<file path="config.mk">
export PLATFORM = sky130hd
export DESIGN_NAME = freq_gate_ctrl
export DESIGN_NICKNAME = d
export VERILOG_FILES = /design/src/rtl/freq_meter_pkg.sv /design/src/rtl/freq_gate_ctrl_gate_timer.sv /design/src/rtl/freq_gate_ctrl.sv
export SDC_FILE = /design/constraint.sdc
export NUM_CORES = 1
export LEC_CHECK = 0
export CORE_MARGIN = 5
export CORE_UTILIZATION = 53
export DETAILED_ROUTE_END_ITERATION = 8
export GPL_TIMING_DRIVEN = 0
export PLACE_DENSITY = 0.93
export SLEW_MARGIN = 0
export SYNTH_ARGS = -nofsm -noshare
export SYNTH_HDL_FRONTEND = slang
export SYNTH_SLANG_ARGS = --single-unit
</file>
<file path="constraint.sdc">
create_clock -name clk -period 5.45 [get_ports clk]
set_input_delay 1.635 -clock clk [delete_from_list [all_inputs] [get_ports clk]]
set_output_delay 1.635 -clock clk [all_outputs]
set_load 0.02 [all_outputs]
</file>
<file path="src/rtl/freq_meter_pkg.sv">
// -----------------------------------------------------------------------------
// freq_meter_pkg
// Shared types and default constants for the frequency meter gate sequencer.
//   gate_state_t    : measurement sequencer states
//   DEF_CNT_W       : default edge-counter / result width
//   DEF_SETTLE_CYCLES: default drain delay between gate close and latch
//   max2()          : elaboration-time helper used to size the shared timer
// -----------------------------------------------------------------------------
package freq_meter_pkg;

   localparam int DEF_CNT_W         = 32;
   localparam int DEF_SETTLE_CYCLES = 3;

   typedef enum logic [2:0] {
      IDLE   = 3'd0,
      CLEAR  = 3'd1,
      GATE   = 3'd2,
      SETTLE = 3'd3,
      LATCH  = 3'd4
   } gate_state_t;

   function automatic int max2(input int a, input int b);
      return (a > b) ? a : b;
   endfunction

endpackage

</file>
<file path="src/rtl/freq_gate_ctrl_gate_timer.sv">
// -----------------------------------------------------------------------------
// gate_timer
// Loadable down-counter shared by the gate and settle phases.
//   clk      : system clock
//   rst      : synchronous reset, active-low
//   load     : load load_val (has priority over dec)
//   load_val : value to load
//   dec      : decrement by one; holds at zero
//   zero     : count is zero
// -----------------------------------------------------------------------------
module gate_timer #(
   parameter int W = 4
) (
   input  logic         clk,
   input  logic         rst,
   input  logic         load,
   input  logic [W-1:0] load_val,
   input  logic         dec,
   output logic         zero
);

   logic [W-1:0] cnt;

   always_ff @(posedge clk) begin
      if (!rst)                      cnt <= '0;
      else if (load)                 cnt <= load_val;
      else if (dec && cnt != '0)     cnt <= cnt - W'(1);
   end

   assign zero = (cnt == '0);

endmodule

</file>
<file path="src/rtl/freq_gate_ctrl.sv">
// -----------------------------------------------------------------------------
// freq_gate_ctrl
// Measurement sequencer for the edge counter: clear, gate for GATE_CYCLES,
// settle for SETTLE_CYCLES while the counter input pipeline drains, latch.
//   clk          : system clock
//   rst          : synchronous reset, active-low
//   start        : request a measurement (sampled only in IDLE)
//   stop         : abort measurement / leave continuous mode
//   cont         : continuous mode, sampled in LATCH
//   counter      : live count from the edge counter
//   cnt_enable   : counter enable (gate window)
//   cnt_clear    : counter synchronous clear
//   result       : last latched count
//   result_valid : one-cycle pulse when result updates
//   busy         : sequencer not IDLE
//   overflow     : counter wrapped during the last window
// Optional build macro FREQ_GATE_CTRL_OVF_EN enables wrap detection; without
// it overflow is tied low.
// -----------------------------------------------------------------------------
module freq_gate_ctrl
   import freq_meter_pkg::*;
#(
   parameter int GATE_CYCLES   = 100_000_000,
   parameter int SETTLE_CYCLES = freq_meter_pkg::DEF_SETTLE_CYCLES,
   parameter int CNT_W         = freq_meter_pkg::DEF_CNT_W
) (
   input  logic             clk,
   input  logic             rst,
   input  logic             start,
   input  logic             stop,
   input  logic             cont,
   input  logic [CNT_W-1:0] counter,
   output logic             cnt_enable,
   output logic             cnt_clear,
   output logic [CNT_W-1:0] result,
   output logic             result_valid,
   output logic             busy,
   output logic             overflow
);

   localparam int TMR_W = $clog2(max2(GATE_CYCLES, SETTLE_CYCLES) + 1);

   gate_state_t      state, state_nxt;
   logic             tmr_load, tmr_dec, tmr_zero;
   logic [TMR_W-1:0] tmr_val;

   gate_timer #(.W(TMR_W)) u_timer (
      .clk      (clk),
      .rst      (rst),
      .load     (tmr_load),
      .load_val (tmr_val),
      .dec      (tmr_dec),
      .zero     (tmr_zero)
   );

   // Timer is loaded on the cycle before each timed phase begins, so the
   // zero flag lands on the last cycle of that phase.
   always_comb begin
      tmr_load = 1'b0;
      tmr_dec  = 1'b0;
      tmr_val  = TMR_W'(GATE_CYCLES - 1);
      case (state)
         CLEAR:  tmr_load = 1'b1;
         GATE: begin
            if (tmr_zero) begin
               tmr_load = 1'b1;
               tmr_val  = TMR_W'(SETTLE_CYCLES - 1);
            end else begin
               tmr_dec = 1'b1;
            end
         end
         SETTLE: tmr_dec = 1'b1;
         default: ;
      endcase
   end

   always_comb begin
      state_nxt = state;
      case (state)
         IDLE:    if (start && !stop) state_nxt = CLEAR;
         CLEAR:   state_nxt = stop ? IDLE : GATE;
         GATE:    if (stop) state_nxt = IDLE;
                  else if (tmr_zero) state_nxt = SETTLE;
         SETTLE:  if (stop) state_nxt = IDLE;
                  else if (tmr_zero) state_nxt = LATCH;
         LATCH:   state_nxt = (cont && !stop) ? CLEAR : IDLE;
         default: state_nxt = IDLE;
      endcase
   end

   always_ff @(posedge clk) begin
      if (!rst) state <= IDLE;
      else      state <= state_nxt;
   end

   assign cnt_enable = (state == GATE);
   assign cnt_clear  = (state == CLEAR);
   assign busy       = (state != IDLE);

   always_ff @(posedge clk) begin
      if (!rst) begin
         result       <= '0;
         result_valid <= 1'b0;
      end else begin
         result_valid <= (state == LATCH);
         if (state == LATCH) result <= counter;
      end
   end

`ifdef FREQ_GATE_CTRL_OVF_EN
   logic [CNT_W-1:0] prev_count;
   logic             ovf_flag;

   // prev_count is zeroed in CLEAR so the stale count from the previous
   // window cannot look like a wrap on the first gate cycle.
   always_ff @(posedge clk) begin
      if (!rst) begin
         prev_count <= '0;
         ovf_flag   <= 1'b0;
         overflow   <= 1'b0;
      end else begin
         case (state)
            CLEAR: begin
               prev_count <= '0;
               ovf_flag   <= 1'b0;
            end
            GATE, SETTLE: begin
               prev_count <= counter;
               if (counter < prev_count) ovf_flag <= 1'b1;
            end
            LATCH: overflow <= ovf_flag;
            default: ;
         endcase
      end
   end
`else
   assign overflow = 1'b0;
`endif

endmodule
</file>
== Yosys cells after proc, flatten, opt, wreduce, memory -nomap -nowiden ==
Cells that the tools add are included.

* Flip-flop bits (word level): 63
* Output and inout port bits: 37

* Add/sub/neg operators: 1
* Eq/ne operators: 7
* Mux-type cells: 16
* Reduce and logical (&&, ||, !) cells: 10

{| class="wikitable"
|+ Operators by type and width
! kind !! count
|-
| 2-to-1 mux 27 bit || 4
|-
| zero test 27 bit || 1
|-
| nonzero test 27 bit || 1
|-
| subtractor 27 x 1 -> 27 bit, second input constant || 1
|-
| 2-to-1 mux 3 bit || 5
|-
| case mux 3 bit (5 select lines) || 1
|-
| == test 3 x 2 -> 1 bit, second input constant || 2
|-
| case mux 1 bit (2 select lines) || 2
|-
| == test 3 x 1 -> 1 bit, second input constant || 1
|-
| == test 3 bit, second input constant || 1
|-
| logical AND 1 bit || 3
|-
| zero test 3 bit || 1
|-
| 2-to-1 mux 1 bit || 3
|-
| inequality test 3 x 2 -> 1 bit, second input constant || 1
|-
| inequality test 3 bit, second input constant || 1
|-
| AND reduction 3 bit || 1
|-
| nonzero test 3 bit || 1
|-
| 2-to-1 mux 2 bit || 1
|-
| inequality test 2 bit, second input constant || 1
|-
| nonzero test 2 bit || 1
|-
| zero test 1 bit || 1
|}

== Longest topological paths before layout ==
Gate-level depths: netlist of the first run.

* Depth after elaboration: 6
* Gate-level depth with buffers: 9
* Depth with buffers taken out: 7

== Cells and area by module ==
Synthesis of the first run repeated with hierarchy kept, for this count alone.

* Cell total of the unflattened synthesis: 384
* Area total of the unflattened synthesis: 3178.0 µm²

{| class="wikitable"
|+ By module, submodules not included
! module !! instances !! cells an instance !! area an instance (µm²) !! seq. area each (µm²)
|-
| gate_timer || 1 || 209 || 1679.1 || 540.5
|-
| freq_gate_ctrl || 1 || 175 || 1498.9 || 720.7
|}

== Worst setup path before layout of the first run ==
Ideal clock, no wire load.

* Kind: register to output
* Start point: register state[1]
* End point: output cnt_clear
* Arrival time: 1047 ps
* Required time: 3815 ps
* Slack: 2768 ps
* Stages on the path, launching flop included: 4
* Cell sequence: dfxtp_1 > clkbuf_1 > nand2b_1 > nor2_1

* Longest elaborated chain between the ends: 1

{| class="wikitable"
|+ Ends and longest elaborated chain
! what !! line !! RTL
|-
| from (decl) || freq_gate_ctrl.sv:43 || <nowiki>gate_state_t state, state_nxt;</nowiki>
|-
| from (signal assigned) || freq_gate_ctrl.sv:93 || <nowiki>else state <= state_nxt;</nowiki>
|-
| == test 3 x 1 -> 1 bit || freq_gate_ctrl.sv:97 || <nowiki>assign cnt_clear = (state == CLEAR);</nowiki>
|-
| to (decl) || freq_gate_ctrl.sv:34 || <nowiki>output logic cnt_clear,</nowiki>
|}

No other way between the ends.

== Worst setup path after layout of the first run ==
Same ends and word-level chain as after synthesis.

==> results of run 1 <==
==> layout make-up <==
| type | count | area [um^2] | share of cell area (%) |
|---|---|---|---|
| inverters | 8 | 30.0 | 0.731 |
| plain buffers | 23 | 110 | 2.68 |
| clock inverters | 6 | 108 | 2.62 |
| well taps | 72 | 90.1 | 2.19 |
| repair buffers | 72 | 721 | 17.5 |
| flip-flops and latches | 63 | 1260 | 30.7 |
| multi-input cells | 283 | 1650 | 40.2 |
| clock buffers | 10 | 138 | 3.35 |
==> cells by family after synthesis <==
logic type | count (synthesis) | synth area share [%]
AOI/OAI and AO/OA | 99 | 22.8
buffers and inverters | 31 | 4.59
other | 1 | 0.123
xor gates and xnor gates | 3 | 0.860
adders and majority gates | 1 | 0.410
DFF | 63 | 41.3
muxes | 2 | 0.655
and+or+nand+nor | 177 | 29.3
==> metal layers <==
metal	part of all wire [%]	up-vias	routed length, um	GRT usage (%)
li1	-	1515	-	-
met2	46	151	4080	40.9
met4	2.3	0	198	8.78
met5	0	-	0	0
met1	43	1479	3750	31.8
met3	8.7	30	769	6.15
==> Yosys cell counts (4+ instances only) <==
cell type / n
nor3_1: 14
a21oi_1: 22
clkbuf_1: 18
or3_1: 10
a211oi_1: 5
nand2b_1: 5
nor4_1: 5
inv_1: 8
nand2_1: 81
dfxtp_1: 63
or4_1: 4
a21boi_0: 33
nand3_1: 8
o21ai_0: 12
o41ai_1: 4
nor2b_1: 4
nor2_1: 23
==> state kept, by name, indices dropped and copies added (netlist names) <==
signal and count:
u_timer.cnt 27, result_valid 1, result 32, state 3
==> tightest hold or removal path, cell delays in order, from the launching register on <==
cell and delay, ns:
dfxtp_1 0.31, nand2_1 0.05, a21boi_0 0.06
==> worst paths after layout <==
path / endpoint / slack, ns / cells past startpoint
max reg2reg: u_timer.cnt[10] / 2.80 / 9
max: cnt_clear / 1.71 / 4
min: result[5] / 0.47 / 2
min reg2reg: result[5] / 0.47 / 2
==> power by group <==
group | total (mW) | switching (mW) | internal (mW)
Clock | 0.502 | 0.187 | 0.315
Combinational | 0.227 | 0.128 | 0.0993
Sequential | 0.504 | 0.0264 | 0.478
==> cell usage in the layout, fill, tap and decap left out, drive strengths merged, types with 2 or more instances in the layout <==
master	n
a211oi	5
a21boi	33
a21oi	22
a311oi	3
a32oi	2
and3	3
buf	5
bufinv	3
clkbuf	28
clkdlybuf4s50	72
clkinv	2
dfxtp	63
inv	8
mux2i	2
nand2	81
nand2b	5
nand3	8
nand3b	3
nand4	4
nor2	23
nor2b	4
nor3	15
nor3b	2
nor4	8
o211ai	2
o21ai	12
o31ai	3
o41ai	5
or2	2
or3	10
or4	4
xnor2	2
==> impl_metrics.tcl, run 1 <==
set metrics [dict create \
    status "complete, no violations" \
    avgSynthCellArea_um2 8.10 \
    p_per_area_nw_per_um2 300 \
    die_y_um 85.9 \
    vias 3175 \
    port-buffer-count 72 \
    setup_viol 0 \
    post_cts_resized 0 \
    clk_path_buf_depth 2 \
    maxSlewViolCount 0 \
    area_growth_pct 34.6 \
    grt_usage_pct 24.9 \
    cp_data_arrival_time_ns 2.10 \
    synth_ff_type "dfxtp_1" \
    nFillCells 376 \
    synth_nets 415 \
    crit_path_cell_trace "clkbuf_1 > nand2b_1 > nor2_1 > clkdlybuf4s50_1" \
    dp_hpwl_um 6110 \
    layout_setup_ws_ns 1.71 \
    r2r_start "u_timer.cnt[1]" \
    drc_errors 0 \
    total_power_mw 1.23 \
    antenna_found_initial 0 \
    max-vdd-ir-drop_uv 207 \
    drive_gt1_share_pct 6.67 \
    wl_per_cell_um 16.4 \
    syn-cell-area_um2 3050 \
    cts_sinks 63 \
    core_um2 5540 \
    antenna_left 0 \
    htreeDepth 3 \
    syn_inst 377 \
    dp.cells 521 \
    grt_first_pass_wirelength_um 14800 \
    async_flop_share_pct 0 \
    pin_count 74 \
    routed_wl_um 8800 \
    slowest_stage "clkdlybuf4s50_1" \
    clock.fmax_mhz 268 \
    hold_buffers 0 \
    grt_pass1_vias 3049 \
    critPathMaxStageDelay_ns 0.69 \
    hp-class "reg -> reg" \
    cts_tree "done" \
    period_share_pct 68.5 \
    gp_congestion 0.915 \
    pre_cts_slack_ns 2.06 \
    skew_ns 0.00830 \
    cp_max_fo 10 \
    synth-seq-cells 63 \
    ys_warn_count 0 \
    slew_headroom_pct 36.1 \
    design.die.area_um2 7380 \
    yosysUniqueCellTypes 58 \
    fin_cells 537 \
    drt_iter0_drc 251 \
    critPathLaunch "state[1]" \
    synthTopCellsByArea "dfxtp_1 (41%), nand2_1 (10%), a21boi_0 (8.1%)" \
    holdWs_ns 0.466 \
    synth_largest_area_cell "dfxtp_1" \
    hp-start "result[5]" \
    final_area_um2 4110 \
    path_clk_slew_ns 0.07 \
    die_w_um 85.9 \
    worstSetupPathType "reg -> out" \
    rsz0062_at_grt "no" \
    clk_latency_ns 0.34 \
    critical_path.top_delay_family "buffers and inverters" \
    antennaDiodeCount 0 \
    place_area_um2 3860 \
    synth_edf_count 0 \
    fin_util_pct 74.2 \
    cts_root_buffer "clkbuf_8" \
    viasPerCell 5.91 \
    min_period_ns 3.74 \
    gr-total-overflow 0 \
    nets 498 \
    seq_area_frac_synth_pct 41.3 \
    setup-tns-final_ns 0 \
    synth_top_area_share_pct 41.3 \
    worst_pin_slew_ns 0.949 \
    cap_viol_max_count 0 \
    critPathRequiredTime_ns 3.82 \
    cts_buffers 9 \
    hold_viol 0 \
    path_buf_inv 2 \
    grt_max_degree 12 \
    drt-pass1-iter-count 5 \
    cts_setup_buffers 0 \
    crit_path_end_kind "output pin" \
    rows 27 \
    start_util_pct 55.1 \
    cellLeakagePower_nw 1.40 \
    start_kind "register" \
]
No activity file was read; power rests on OpenSTA's default activity.
==> run 2, diff against run 1 <==
--- a/config.mk
+++ b/config.mk
@@ -6,10 +6,10 @@
 export NUM_CORES = 1
 export LEC_CHECK = 0
 export CORE_MARGIN = 5
-export CORE_UTILIZATION = 53
+export CORE_UTILIZATION = 45
 export DETAILED_ROUTE_END_ITERATION = 8
 export GPL_TIMING_DRIVEN = 0
-export PLACE_DENSITY = 0.93
+export PLACE_DENSITY = 0.85
 export SLEW_MARGIN = 0
 export SYNTH_ARGS = -nofsm -noshare
 export SYNTH_HDL_FRONTEND = slang
==> constraint.sdc (replaced) <==
create_clock -name clk -period 3.13 [get_ports clk]
set_input_delay 0.939 -clock clk [delete_from_list [all_inputs] [get_ports clk]]
set_output_delay 0.939 -clock clk [all_outputs]
set_load 0.02 [all_outputs]
==> run 2 against run 1 <==
Sequential power increased by 74%. Count of clock-buffer cells in the layout increased by 1. Sequential cell count unchanged. Final cell count increased by 1.5%. Clock power increased by 90%. Via count decreased by 4.0%. First-iteration DRC count decreased by 22%. Sequential share of layout area decreased by 0.28 points.
==> impl_metrics.tcl, run 2 (synthesis gave the netlist of run 1 again) <==
set metrics [dict create \
    setup-tns-final_ns 0 \
    most-common-layout-cells "nand2_1 (81), clkdlybuf4s50_1 (72), dfxtp_1 (63), a21boi_0 (33)" \
    path_clk_slew_ns 0.07 \
    total_power_mw 2.23 \
    area_growth_pct 35.8 \
    p_per_area_nw_per_um2 537 \
    top_usage_layer "met2" \
    grt_usage_pct 19.3 \
    rows 30 \
    grt_pass1_vias 2794 \
    gr-total-overflow 0 \
    worst_pin_slew_ns 0.985 \
    vias 3049 \
    antennaDiodeCount 0 \
    viasPerCell 5.59 \
    gr-usage-met1_pct 23.7 \
    setup_viol 0 \
    fin_cells 545 \
    nets 498 \
    maxSlewViolCount 0 \
    cap_viol_max_count 0 \
    drc_errors 0 \
    htreeDepth 3 \
    dp_hpwl_um 5930 \
    min_period_ns 2.92 \
    fin_util_pct 62.1 \
    hp-class "reg -> reg" \
    cp_data_arrival_time_ns 1.98 \
    pin_count 74 \
    hold_buffers 0 \
    clock.fmax_mhz 342 \
    cts_buffers 9 \
    clk_path_buf_depth 2 \
    start_kind "register" \
    routed_wl_um 8250 \
    gp_congestion 0.941 \
    critPathRequiredTime_ns 2.19 \
    top_regs "result: 32 flops, u_timer.cnt: 27 flops, state: 3 flops" \
    cellLeakagePower_nw 1.41 \
    port-buffer-count 72 \
    drt-pass1-iter-count 4 \
    holdWs_ns 0.463 \
    hold_viol 0 \
    largest_reg_flops 32 \
    dp.cells 529 \
    crit_path_end_kind "output pin" \
    met2_usage_pct 32.4 \
    cp_max_fo 10 \
    die_w_um 92.4 \
    die_y_um 92.4 \
    max-vdd-ir-drop_uv 386 \
    nFillCells 545 \
    status "complete, no violations" \
    antenna_found_initial 0 \
    start_util_pct 45.7 \
    use_met3_pct 3.90 \
    top_register "result" \
    design.die.area_um2 8530 \
    cts_root_buffer "clkbuf_8" \
    core_um2 6680 \
    clk_latency_ns 0.34 \
    worstSetupPathType "reg -> out" \
    skew_ns 0.0101 \
    rsz0062_at_grt "no" \
    period_share_pct 93.3 \
    drive_gt1_share_pct 6.67 \
    grt_first_pass_wirelength_um 13300 \
    wl_per_cell_um 15.1 \
    slew_headroom_pct 33.7 \
    cts_tree "done" \
    cts_sinks 63 \
    drt_iter0_drc 197 \
    final_common_cell "nand2_1" \
    antenna_left 0 \
    grt_max_degree 12 \
]
[run 2: changes by cell type in the layout (fill, tap and decap cells not counted)]
cell / change
nor2_2: +1
clkinv_2: -2
clkbuf_1: +1
clkinv_4: +1
nor2_1: -1
clkinvlp_4: -1
bufinv_16: +1
[run 2: metrics by stage]
| step | area [um^2] | setup WS, ns |
|---|---|---|
| after floorplan | 3050 | 0.927 |
| after global placement | 3870 | 0.398 |
| after detailed placement | 3870 | 0.405 |
| after CTS | 4150 | 0.0607 |
| after global routing | 4150 | 0.128 |
| final | 4150 | 0.210 |
[run 2: report_power, final]
group / total [mW] / leakage, nW / internal [mW] / switching [mW]
sequential: 0.879 / 0.511 / 0.833 / 0.0460
combinational: 0.394 / 0.769 / 0.173 / 0.221
clock: 0.954 / 0.134 / 0.633 / 0.320
total: 2.23 / 1.41 / 1.64 / 0.587
[run 2: worst paths after layout]
check                                      end  cells after the start  slack (ns)      startpoint
worst max-delay path                 cnt_clear                      4        0.21        state[1]
worst min-delay path                 result[4]                      2        0.46       result[4]
worst max register to register  u_timer.cnt[8]                      9        0.55  u_timer.cnt[1]
worst min register to register       result[4]                      2        0.46       result[4]
[run 2: repair_timing]
item	4_1_cts	5_1_grt
resized for setup	0	1
endpoints found under the setup margin	0	1
buffers inserted	0	0
[run 2: layer usage]
layer  part of all wire, %  vias to the layer above
met2                    48                      115
met4                   2.1                        0
met3                   6.1                       24
met1                    44                     1396
met5                     0                        -
li1                      -                     1514
[run 2: cell type report]
type                    instances  area [um^2]  area share [%]
multi-input cells             283         1660            39.9
well taps                      80          100            2.41
plain buffers                  23          110            2.65
flip-flops and latches         63         1260            30.4
clock buffers                  11          141            3.41
clock inverters                 5          129            3.11
inverters                       8         30.0           0.724
repair buffers                 72          721            17.4
[run 2: critical path, stage by stage, from the launching register on]
cell and delay [ns]:
dfxtp_1 0.32, clkbuf_1 0.19, nand2b_1 0.21, nor2_2 0.25, clkdlybuf4s50_1 0.66
